$ cat src/rtl/axil_pkg.sv
// Shared definitions for the AXI4-Lite crossbar.
//   RESP_OKAY / RESP_DECERR : AXI response codes used by the crossbar
//   xbar_state_e            : crossbar transaction state
package axil_pkg;
  localparam logic [1:0] RESP_OKAY   = 2'b00;
  localparam logic [1:0] RESP_DECERR = 2'b11;

  typedef enum logic [2:0] {
    IDLE   = 3'd0,
    RD     = 3'd1,
    WR     = 3'd2,
    RD_ERR = 3'd3,
    WR_ERR = 3'd4
  } xbar_state_e;
endpackage

$ cat src/rtl/ysyx_25010008_xbar_arb.sv
// Master arbiter for the AXI4-Lite crossbar.
//   clk, rst  : clock, asynchronous active-low reset
//   req       : per-master request vector
//   adv       : a transaction completed this cycle
//   adv_idx   : index of the master that completed
//   gnt       : one-hot grant (all zero when nobody requests)
//   gnt_idx   : index of the granted master
// Build option AXIL_XBAR_RR_EN: round-robin starting at rr_ptr; otherwise
// fixed priority with the lowest index winning and no pointer state.
module ysyx_25010008_xbar_arb #(
  parameter int NUM_M = 2,
  parameter int MW    = 1
) (
  input  logic             clk,
  input  logic             rst,
  input  logic [NUM_M-1:0] req,
  input  logic             adv,
  input  logic [MW-1:0]    adv_idx,
  output logic [NUM_M-1:0] gnt,
  output logic [MW-1:0]    gnt_idx
);

`ifdef AXIL_XBAR_RR_EN
  logic [MW-1:0] rr_ptr_q, rr_ptr_d;

  always_ff @(posedge clk or negedge rst) begin
    if (!rst) rr_ptr_q <= '0;
    else      rr_ptr_q <= rr_ptr_d;
  end

  always_comb begin
    rr_ptr_d = rr_ptr_q;
    if (adv) rr_ptr_d = (adv_idx == MW'(NUM_M - 1)) ? '0 : adv_idx + 1'b1;
  end

  // Walk the masters starting at rr_ptr; the first requester found wins.
  always_comb begin
    logic [MW-1:0] c;
    logic          found;
    gnt     = '0;
    gnt_idx = '0;
    found   = 1'b0;
    c       = '0;
    for (int k = 0; k < NUM_M; k++) begin
      c = MW'((int'(rr_ptr_q) + k) % NUM_M);
      if (!found && req[c]) begin
        found   = 1'b1;
        gnt[c]  = 1'b1;
        gnt_idx = c;
      end
    end
  end
`else
  logic unused_ok;
  assign unused_ok = ^{clk, rst, adv, adv_idx};

  // Scan downwards so the lowest requesting index is the last one written.
  always_comb begin
    gnt     = '0;
    gnt_idx = '0;
    for (int i = NUM_M - 1; i >= 0; i--) begin
      if (req[i]) begin
        gnt     = '0;
        gnt[i]  = 1'b1;
        gnt_idx = MW'(i);
      end
    end
  end
`endif

endmodule

$ cat src/rtl/ysyx_25010008_axil_xbar.sv
// AXI4-Lite crossbar: NUM_M masters to NUM_S slaves, one transaction in flight.
//   clk, rst          : clock, asynchronous active-low reset
//   m_ar*/m_r*        : master-side read address / read data channels
//   m_aw*/m_w*/m_b*   : master-side write address / data / response channels
//   s_*               : slave-side mirror of every m_* channel
//   S_BASE / S_MASK   : packed per-slave address map, slave 0 in the low bits
// Unmapped addresses are answered locally with DECERR.
// Build option AXIL_XBAR_RR_EN selects round-robin master arbitration.
module ysyx_25010008_axil_xbar
  import axil_pkg::*;
#(
  parameter int NUM_M = 2,
  parameter int NUM_S = 2,
  parameter int AW    = 32,
  parameter int DW    = 32,
  parameter logic [NUM_S*AW-1:0] S_BASE = {32'h1000_0000, 32'h8000_0000},
  parameter logic [NUM_S*AW-1:0] S_MASK = {32'hFFFF_F000, 32'hFF00_0000}
) (
  input  logic                  clk,
  input  logic                  rst,
  // master side
  input  logic [NUM_M*AW-1:0]   m_araddr,
  input  logic [NUM_M-1:0]      m_arvalid,
  output logic [NUM_M-1:0]      m_arready,
  output logic [NUM_M*DW-1:0]   m_rdata,
  output logic [NUM_M*2-1:0]    m_rresp,
  output logic [NUM_M-1:0]      m_rvalid,
  input  logic [NUM_M-1:0]      m_rready,
  input  logic [NUM_M*AW-1:0]   m_awaddr,
  input  logic [NUM_M-1:0]      m_awvalid,
  output logic [NUM_M-1:0]      m_awready,
  input  logic [NUM_M*DW-1:0]   m_wdata,
  input  logic [NUM_M*DW/8-1:0] m_wstrb,
  input  logic [NUM_M-1:0]      m_wvalid,
  output logic [NUM_M-1:0]      m_wready,
  output logic [NUM_M*2-1:0]    m_bresp,
  output logic [NUM_M-1:0]      m_bvalid,
  input  logic [NUM_M-1:0]      m_bready,
  // slave side
  output logic [NUM_S*AW-1:0]   s_araddr,
  output logic [NUM_S-1:0]      s_arvalid,
  input  logic [NUM_S-1:0]      s_arready,
  input  logic [NUM_S*DW-1:0]   s_rdata,
  input  logic [NUM_S*2-1:0]    s_rresp,
  input  logic [NUM_S-1:0]      s_rvalid,
  output logic [NUM_S-1:0]      s_rready,
  output logic [NUM_S*AW-1:0]   s_awaddr,
  output logic [NUM_S-1:0]      s_awvalid,
  input  logic [NUM_S-1:0]      s_awready,
  output logic [NUM_S*DW-1:0]   s_wdata,
  output logic [NUM_S*DW/8-1:0] s_wstrb,
  output logic [NUM_S-1:0]      s_wvalid,
  input  logic [NUM_S-1:0]      s_wready,
  input  logic [NUM_S*2-1:0]    s_bresp,
  input  logic [NUM_S-1:0]      s_bvalid,
  output logic [NUM_S-1:0]      s_bready
);

  localparam int MW = (NUM_M > 1) ? $clog2(NUM_M) : 1;
  localparam int SW = (NUM_S > 1) ? $clog2(NUM_S) : 1;
  localparam int BW = DW / 8;

  // Per-port views of the flat buses.
  logic [NUM_M-1:0][AW-1:0] m_araddr_v, m_awaddr_v;
  logic [NUM_M-1:0][DW-1:0] m_wdata_v, m_rdata_o;
  logic [NUM_M-1:0][BW-1:0] m_wstrb_v;
  logic [NUM_M-1:0][1:0]    m_rresp_o, m_bresp_o;
  logic [NUM_S-1:0][DW-1:0] s_rdata_v, s_wdata_o;
  logic [NUM_S-1:0][1:0]    s_rresp_v, s_bresp_v;
  logic [NUM_S-1:0][AW-1:0] s_araddr_o, s_awaddr_o;
  logic [NUM_S-1:0][BW-1:0] s_wstrb_o;

  assign m_araddr_v = m_araddr;
  assign m_awaddr_v = m_awaddr;
  assign m_wdata_v  = m_wdata;
  assign m_wstrb_v  = m_wstrb;
  assign s_rdata_v  = s_rdata;
  assign s_rresp_v  = s_rresp;
  assign s_bresp_v  = s_bresp;
  assign m_rdata    = m_rdata_o;
  assign m_rresp    = m_rresp_o;
  assign m_bresp    = m_bresp_o;
  assign s_araddr   = s_araddr_o;
  assign s_awaddr   = s_awaddr_o;
  assign s_wdata    = s_wdata_o;
  assign s_wstrb    = s_wstrb_o;

  xbar_state_e   state_q, state_d;
  logic [MW-1:0] gnt_m_q, gnt_m_d;
  logic [SW-1:0] gnt_s_q, gnt_s_d;
  logic          aw_done_q, aw_done_d;
  logic          w_done_q, w_done_d;

  // Arbitration
  logic [NUM_M-1:0] arb_req, arb_gnt;
  logic [MW-1:0]    arb_idx;
  logic             arb_adv;

  assign arb_req = m_arvalid | m_awvalid;

  ysyx_25010008_xbar_arb #(.NUM_M(NUM_M), .MW(MW)) u_arb (
    .clk     (clk),
    .rst     (rst),
    .req     (arb_req),
    .adv     (arb_adv),
    .adv_idx (gnt_m_q),
    .gnt     (arb_gnt),
    .gnt_idx (arb_idx)
  );

  // Address decode of the candidate master; a pending read beats a write.
  logic          is_rd;
  logic [AW-1:0] dec_addr;
  logic [NUM_S-1:0] hit;
  logic [SW-1:0] hit_idx;

  assign is_rd    = m_arvalid[arb_idx];
  assign dec_addr = is_rd ? m_araddr_v[arb_idx] : m_awaddr_v[arb_idx];

  for (genvar j = 0; j < NUM_S; j++) begin : g_dec
    assign hit[j] = (dec_addr & S_MASK[j*AW +: AW]) == S_BASE[j*AW +: AW];
  end

  always_comb begin
    hit_idx = '0;
    for (int j = NUM_S - 1; j >= 0; j--) begin
      if (hit[j]) hit_idx = SW'(j);
    end
  end

  // Transaction FSM
  always_ff @(posedge clk or negedge rst) begin
    if (!rst) begin
      state_q   <= IDLE;
      gnt_m_q   <= '0;
      gnt_s_q   <= '0;
      aw_done_q <= 1'b0;
      w_done_q  <= 1'b0;
    end else begin
      state_q   <= state_d;
      gnt_m_q   <= gnt_m_d;
      gnt_s_q   <= gnt_s_d;
      aw_done_q <= aw_done_d;
      w_done_q  <= w_done_d;
    end
  end

  always_comb begin
    state_d   = state_q;
    gnt_m_d   = gnt_m_q;
    gnt_s_d   = gnt_s_q;
    aw_done_d = aw_done_q;
    w_done_d  = w_done_q;
    arb_adv   = 1'b0;
    case (state_q)
      IDLE: begin
        if (|arb_gnt) begin
          gnt_m_d = arb_idx;
          gnt_s_d = hit_idx;
          if (is_rd) state_d = (|hit) ? RD : RD_ERR;
          else       state_d = (|hit) ? WR : WR_ERR;
        end
      end
      RD: begin
        if (s_rvalid[gnt_s_q] && m_rready[gnt_m_q]) begin
          state_d = IDLE;
          arb_adv = 1'b1;
        end
      end
      WR: begin
        if (s_bvalid[gnt_s_q] && m_bready[gnt_m_q]) begin
          state_d = IDLE;
          arb_adv = 1'b1;
        end
      end
      RD_ERR: begin
        // aw_done doubles as the "AR accepted" flag for a failed read.
        if (!aw_done_q && m_arvalid[gnt_m_q]) aw_done_d = 1'b1;
        if (aw_done_q && m_rready[gnt_m_q]) begin
          state_d   = IDLE;
          aw_done_d = 1'b0;
          arb_adv   = 1'b1;
        end
      end
      WR_ERR: begin
        if (!aw_done_q && m_awvalid[gnt_m_q]) aw_done_d = 1'b1;
        if (!w_done_q && m_wvalid[gnt_m_q])   w_done_d  = 1'b1;
        if (aw_done_q && w_done_q && m_bready[gnt_m_q]) begin
          state_d   = IDLE;
          aw_done_d = 1'b0;
          w_done_d  = 1'b0;
          arb_adv   = 1'b1;
        end
      end
      default: state_d = IDLE;
    endcase
  end

  // Routing: everything defaults to 0; only the granted pair is connected.
  always_comb begin
    m_arready  = '0;
    m_rdata_o  = '0;
    m_rresp_o  = '0;
    m_rvalid   = '0;
    m_awready  = '0;
    m_wready   = '0;
    m_bresp_o  = '0;
    m_bvalid   = '0;
    s_araddr_o = '0;
    s_arvalid  = '0;
    s_rready   = '0;
    s_awaddr_o = '0;
    s_awvalid  = '0;
    s_wdata_o  = '0;
    s_wstrb_o  = '0;
    s_wvalid   = '0;
    s_bready   = '0;
    case (state_q)
      RD: begin
        s_araddr_o[gnt_s_q] = m_araddr_v[gnt_m_q];
        s_arvalid[gnt_s_q]  = m_arvalid[gnt_m_q];
        m_arready[gnt_m_q]  = s_arready[gnt_s_q];
        m_rdata_o[gnt_m_q]  = s_rdata_v[gnt_s_q];
        m_rresp_o[gnt_m_q]  = s_rresp_v[gnt_s_q];
        m_rvalid[gnt_m_q]   = s_rvalid[gnt_s_q];
        s_rready[gnt_s_q]   = m_rready[gnt_m_q];
      end
      WR: begin
        s_awaddr_o[gnt_s_q] = m_awaddr_v[gnt_m_q];
        s_awvalid[gnt_s_q]  = m_awvalid[gnt_m_q];
        m_awready[gnt_m_q]  = s_awready[gnt_s_q];
        s_wdata_o[gnt_s_q]  = m_wdata_v[gnt_m_q];
        s_wstrb_o[gnt_s_q]  = m_wstrb_v[gnt_m_q];
        s_wvalid[gnt_s_q]   = m_wvalid[gnt_m_q];
        m_wready[gnt_m_q]   = s_wready[gnt_s_q];
        m_bresp_o[gnt_m_q]  = s_bresp_v[gnt_s_q];
        m_bvalid[gnt_m_q]   = s_bvalid[gnt_s_q];
        s_bready[gnt_s_q]   = m_bready[gnt_m_q];
      end
      RD_ERR: begin
        m_arready[gnt_m_q] = ~aw_done_q;
        m_rvalid[gnt_m_q]  = aw_done_q;
        m_rresp_o[gnt_m_q] = aw_done_q ? RESP_DECERR : RESP_OKAY;
      end
      WR_ERR: begin
        m_awready[gnt_m_q] = ~aw_done_q;
        m_wready[gnt_m_q]  = ~w_done_q;
        m_bvalid[gnt_m_q]  = aw_done_q & w_done_q;
        m_bresp_o[gnt_m_q] = (aw_done_q & w_done_q) ? RESP_DECERR : RESP_OKAY;
      end
      default: ;
    endcase
  end

endmodule

$ cat config.mk
export PLATFORM = sky130hd
export DESIGN_NAME = ysyx_25010008_axil_xbar
export DESIGN_NICKNAME = d
export VERILOG_FILES = /design/src/rtl/axil_pkg.sv /design/src/rtl/ysyx_25010008_xbar_arb.sv /design/src/rtl/ysyx_25010008_axil_xbar.sv
export SDC_FILE = /design/constraint.sdc
export NUM_CORES = 1
export LEC_CHECK = 0
export BUFFER_PORTS_ARGS = -buffer_cell sky130_fd_sc_hd__buf_4
export CAP_MARGIN = 20
export CORE_AREA = 2 2 227 229
export CTS_CLUSTER_SIZE = 14
export DETAILED_ROUTE_END_ITERATION = 6
export DIE_AREA = 0 0 229 231
export HOLD_SLACK_MARGIN = 0.15
export SYNTH_ARGS = -nofsm -noshare
export SYNTH_HDL_FRONTEND = slang
export SYNTH_SLANG_ARGS = --single-unit
$ cat constraint.sdc
create_clock -name clk -period 1.7 [get_ports clk]
set_input_delay 0.255 -clock clk [delete_from_list [all_inputs] [get_ports clk]]
set_output_delay 0.255 -clock clk [all_outputs]
set_load 0.1 [all_outputs]
==> out/results.tsv <==
stage	metric	value	unit
outcome	outcome	finished with violations	
outcome	failing checks	setup timing	
critical_path	CP arrival	1.95	ns
synth	post-synthesis sequential area ratio	4.749	%
timing	Slew Viols, Final	0	
synth	post-synthesis cell count	608	
placed_design	Placed Cells	2034	
global_route	initial antenna violation count	3	
die	die height	231	um
die	Ports	586	
timing	post-layout minimum cycle time	2.204	ns
critical_path	Startpoint Class	flop	
finish	Non-Filler Cell Area, Final	0.01860	mm^2
die	Core ar.	0.05068	mm^2
critical_path	Critical Path End Type	output pin	
global_route	vias in the first global route	8238	
finish	area growth from synthesis to layout	404.3	%
synth	ys async rst share	100.0	%
synth	synthesized area	0.003689	mm^2
timing	Peak Freq	453.7	MHz
critical_path	Slowest-stage cell, CP	dfrtp_4	
drt	1st-iter DRT viols	161	
finish	Final nets	1699	
power	total power	24.72	mW
finish	end-of-flow core utilization	36.70	%
power	Power Dens Cells	1329	mW/mm^2
global_route	GR Layer Usage met2	23.90	%
die	die area	0.05290	mm^2
timing	Hold Fails Final Rpt	0	
placed_design	GPL Wtd Cong	0.9532	
finish	non-filler cells, final	2084	
die	Rows	83	
global_route	GR peak layer	met2	
placed_design	placed inst area	0.01273	mm^2
clock_network	CTS tree	built	
global_route	GRT Util Overall	12.50	%
clock_network	CTS buffer count	3	
drt	# DRC	0	
global_route	largest net degree at the start of global routing	35	
synth	Synth cell types	46	
finish	share of cells above drive strength 1	92.87	%
die	initial core utilization	7.278	%
min_path	hold crit path type	in -> async	
timing	RSZ-0062 raised after global routing	true	
drt	TritonRoute pass-1 iters	4	
critical_path	Setup crit start	gnt_s_q	
synth	syn avg cell area	6.067	um^2
synth	number of flops mapped to enable cells by yosys	0	
clock_network	clock-pin slew on the worst setup and hold paths	0.04	ns
finish	commonest non-fill, non-tap cell in the layout	buf_4	
global_route	grt ovf	0	
timing	final worst path period share	129.6	%
clock_network	clk sinks	7	
global_route	met1 GRT Util	13.64	%
synth	ys flop type	dfrtp_1	
critical_path	RR Startpoint	gnt_m_q	
critical_path	CP Class	reg -> out	
synth	Ys Warns	0	
global_route	first-pass GRT wire length	50.80	mm
power	Leakage	7.075	nW
synth	syn nets	903	
run	MaxCap Viol Count	0	
critical_path	Critical Path RT	1.44	ns
critical_path	critical-path cell list	buf_6 > or3_4 > buf_8 > nor2_2 > buf_12	
global_route	met3 Usage GRT	2.866	%
drt	Post-Route WL	42.51	mm
drt	Routed wire per std cell	20.40	um
timing	final worst slack	-0.5040	ns
critical_path	Buf+Inv Stages, Crit Path	3	
timing	Slew HR	55.58	%
power	worst vdd ir	0.001103	V
timing	Worst-Margin Slew	0.6478	ns
critical_path	critical path's top delay family	simple AND/OR/NAND/NOR gates	
placed_design	IO Port Bufs	585	
drt	ANT nets after route	0	
synth	post-synthesis register bit count	7	
drt	via count	8030	
clock_network	Max Buffers Root-to-Sink	2	
die	DIE WIDTH	229	um
finish	most frequent cells in the layout	455 x buf_4, 314 x buf_12, 280 x nor2_4, 72 x mux2i_2, 44 x mux2i_4	
placed_design	dpl hpwl	29.56	mm
finish	fill count	4721	
timing	final-report setup violation count	296	
clock_network	latest clock arrival within the worst-skew pair	0.23	ns
drt	vias per inst	3.853	
timing	total negative slack	-109.82	ns
critical_path	CP max FO	7	
timing	Setup Skew	0.003580	ns
clock_network	Root Buffer	clkbuf_16	
critical_path	slowest stage delay, CP	0.51	ns
clock_network	CTS H-Tree Depth	1	
==> report_power, final <==
group	switching [mW]	leakage, nW	internal, mW	total (mW)
Sequential	0.0753	0.0822	0.239	0.314
Combinational	14.8	6.96	9.19	24.0
Clock	0.0990	0.0382	0.313	0.412
==> metal layers <==
layer  share of wire [%]  vias to the layer above
met4                 2.4                        0
met1                  36                     3879
li1                    -                     3677
met5                   0                        -
met3                 6.3                       55
met2                  55                      419
==> cell type report <==
type / count / area (um^2) / share of cell area (%)
sequential: 7 / 183.9 / 0.9888
multi-input combinational: 548 / 6569 / 35.32
antenna: 1 / 2.502 / 0.01345
tap: 680 / 850.8 / 4.574
inverter: 7 / 35.03 / 0.1883
timing repair buffer: 837 / 10880 / 58.50
clock buffer: 4 / 78.83 / 0.4238
==> state kept, by name, indices dropped and copies added, names as in the netlist <==
signal / count
aw_done_q: 1
gnt_s_q: 1
state_q: 3
w_done_q: 1
gnt_m_q: 1
==> cells by family (layout without fill, tap and decap cells) <==
group           after synthesis  after routing  share of synthesized area, %
compound gates               37             37                         7.056
mux                         147            147                         41.15
flops                         7              7                         4.749
other cells                   0              1                             0
fa+ha+maj                     1              1                        0.3392
buf+inv                      56            848                         6.343
simple gates                360            363                         40.37
==> cell usage after synthesis (5+ instances only) <==
library cell | number | area share, %
buf_2 | 16 | 2.2
nand2_1 | 17 | 1.7
nor2_1 | 298 | 30
dfrtp_1 | 7 | 4.7
nor3_1 | 7 | 0.95
inv_1 | 7 | 0.71
clkbuf_1 | 29 | 3.0
mux2i_1 | 140 | 38
nand2b_1 | 5 | 0.85
nor4_1 | 10 | 1.7
o21ai_0 | 11 | 1.5
==> stage by stage <==
stage	setup WS (ns)	hold WS, ns
floorplan	-0.9394	-0.04059
global placement	-0.5589	0.08202
detailed placement	-0.5382	0.08602
CTS	-0.5087	0.4118
global route	-0.5484	0.4235
finish	-0.5040	0.4008
==> what timing repair did <==
action	4_1_cts	5_1_grt
hold endpoints to repair	7	0
gates resized for setup	459	693
cloned	2	23
endpoints found under the setup margin	296	298
pin swaps	3	112
hold buffers	1	0
setup buffers	5	18
==> worst paths after layout <==
path	slack, ns	endpoint	cells after the start
worst max-delay path	-0.50	s_wdata[17]	5
worst min-delay path	0.40	aw_done_q	2
worst max register to register	-0.11	state_q[1]	7
worst min register to register	0.61	state_q[0]	2
max in group asynchronous	1.14	gnt_m_q	2
min in group clk	0.54	gnt_s_q	5
Power figures use the tool's default switching activity.
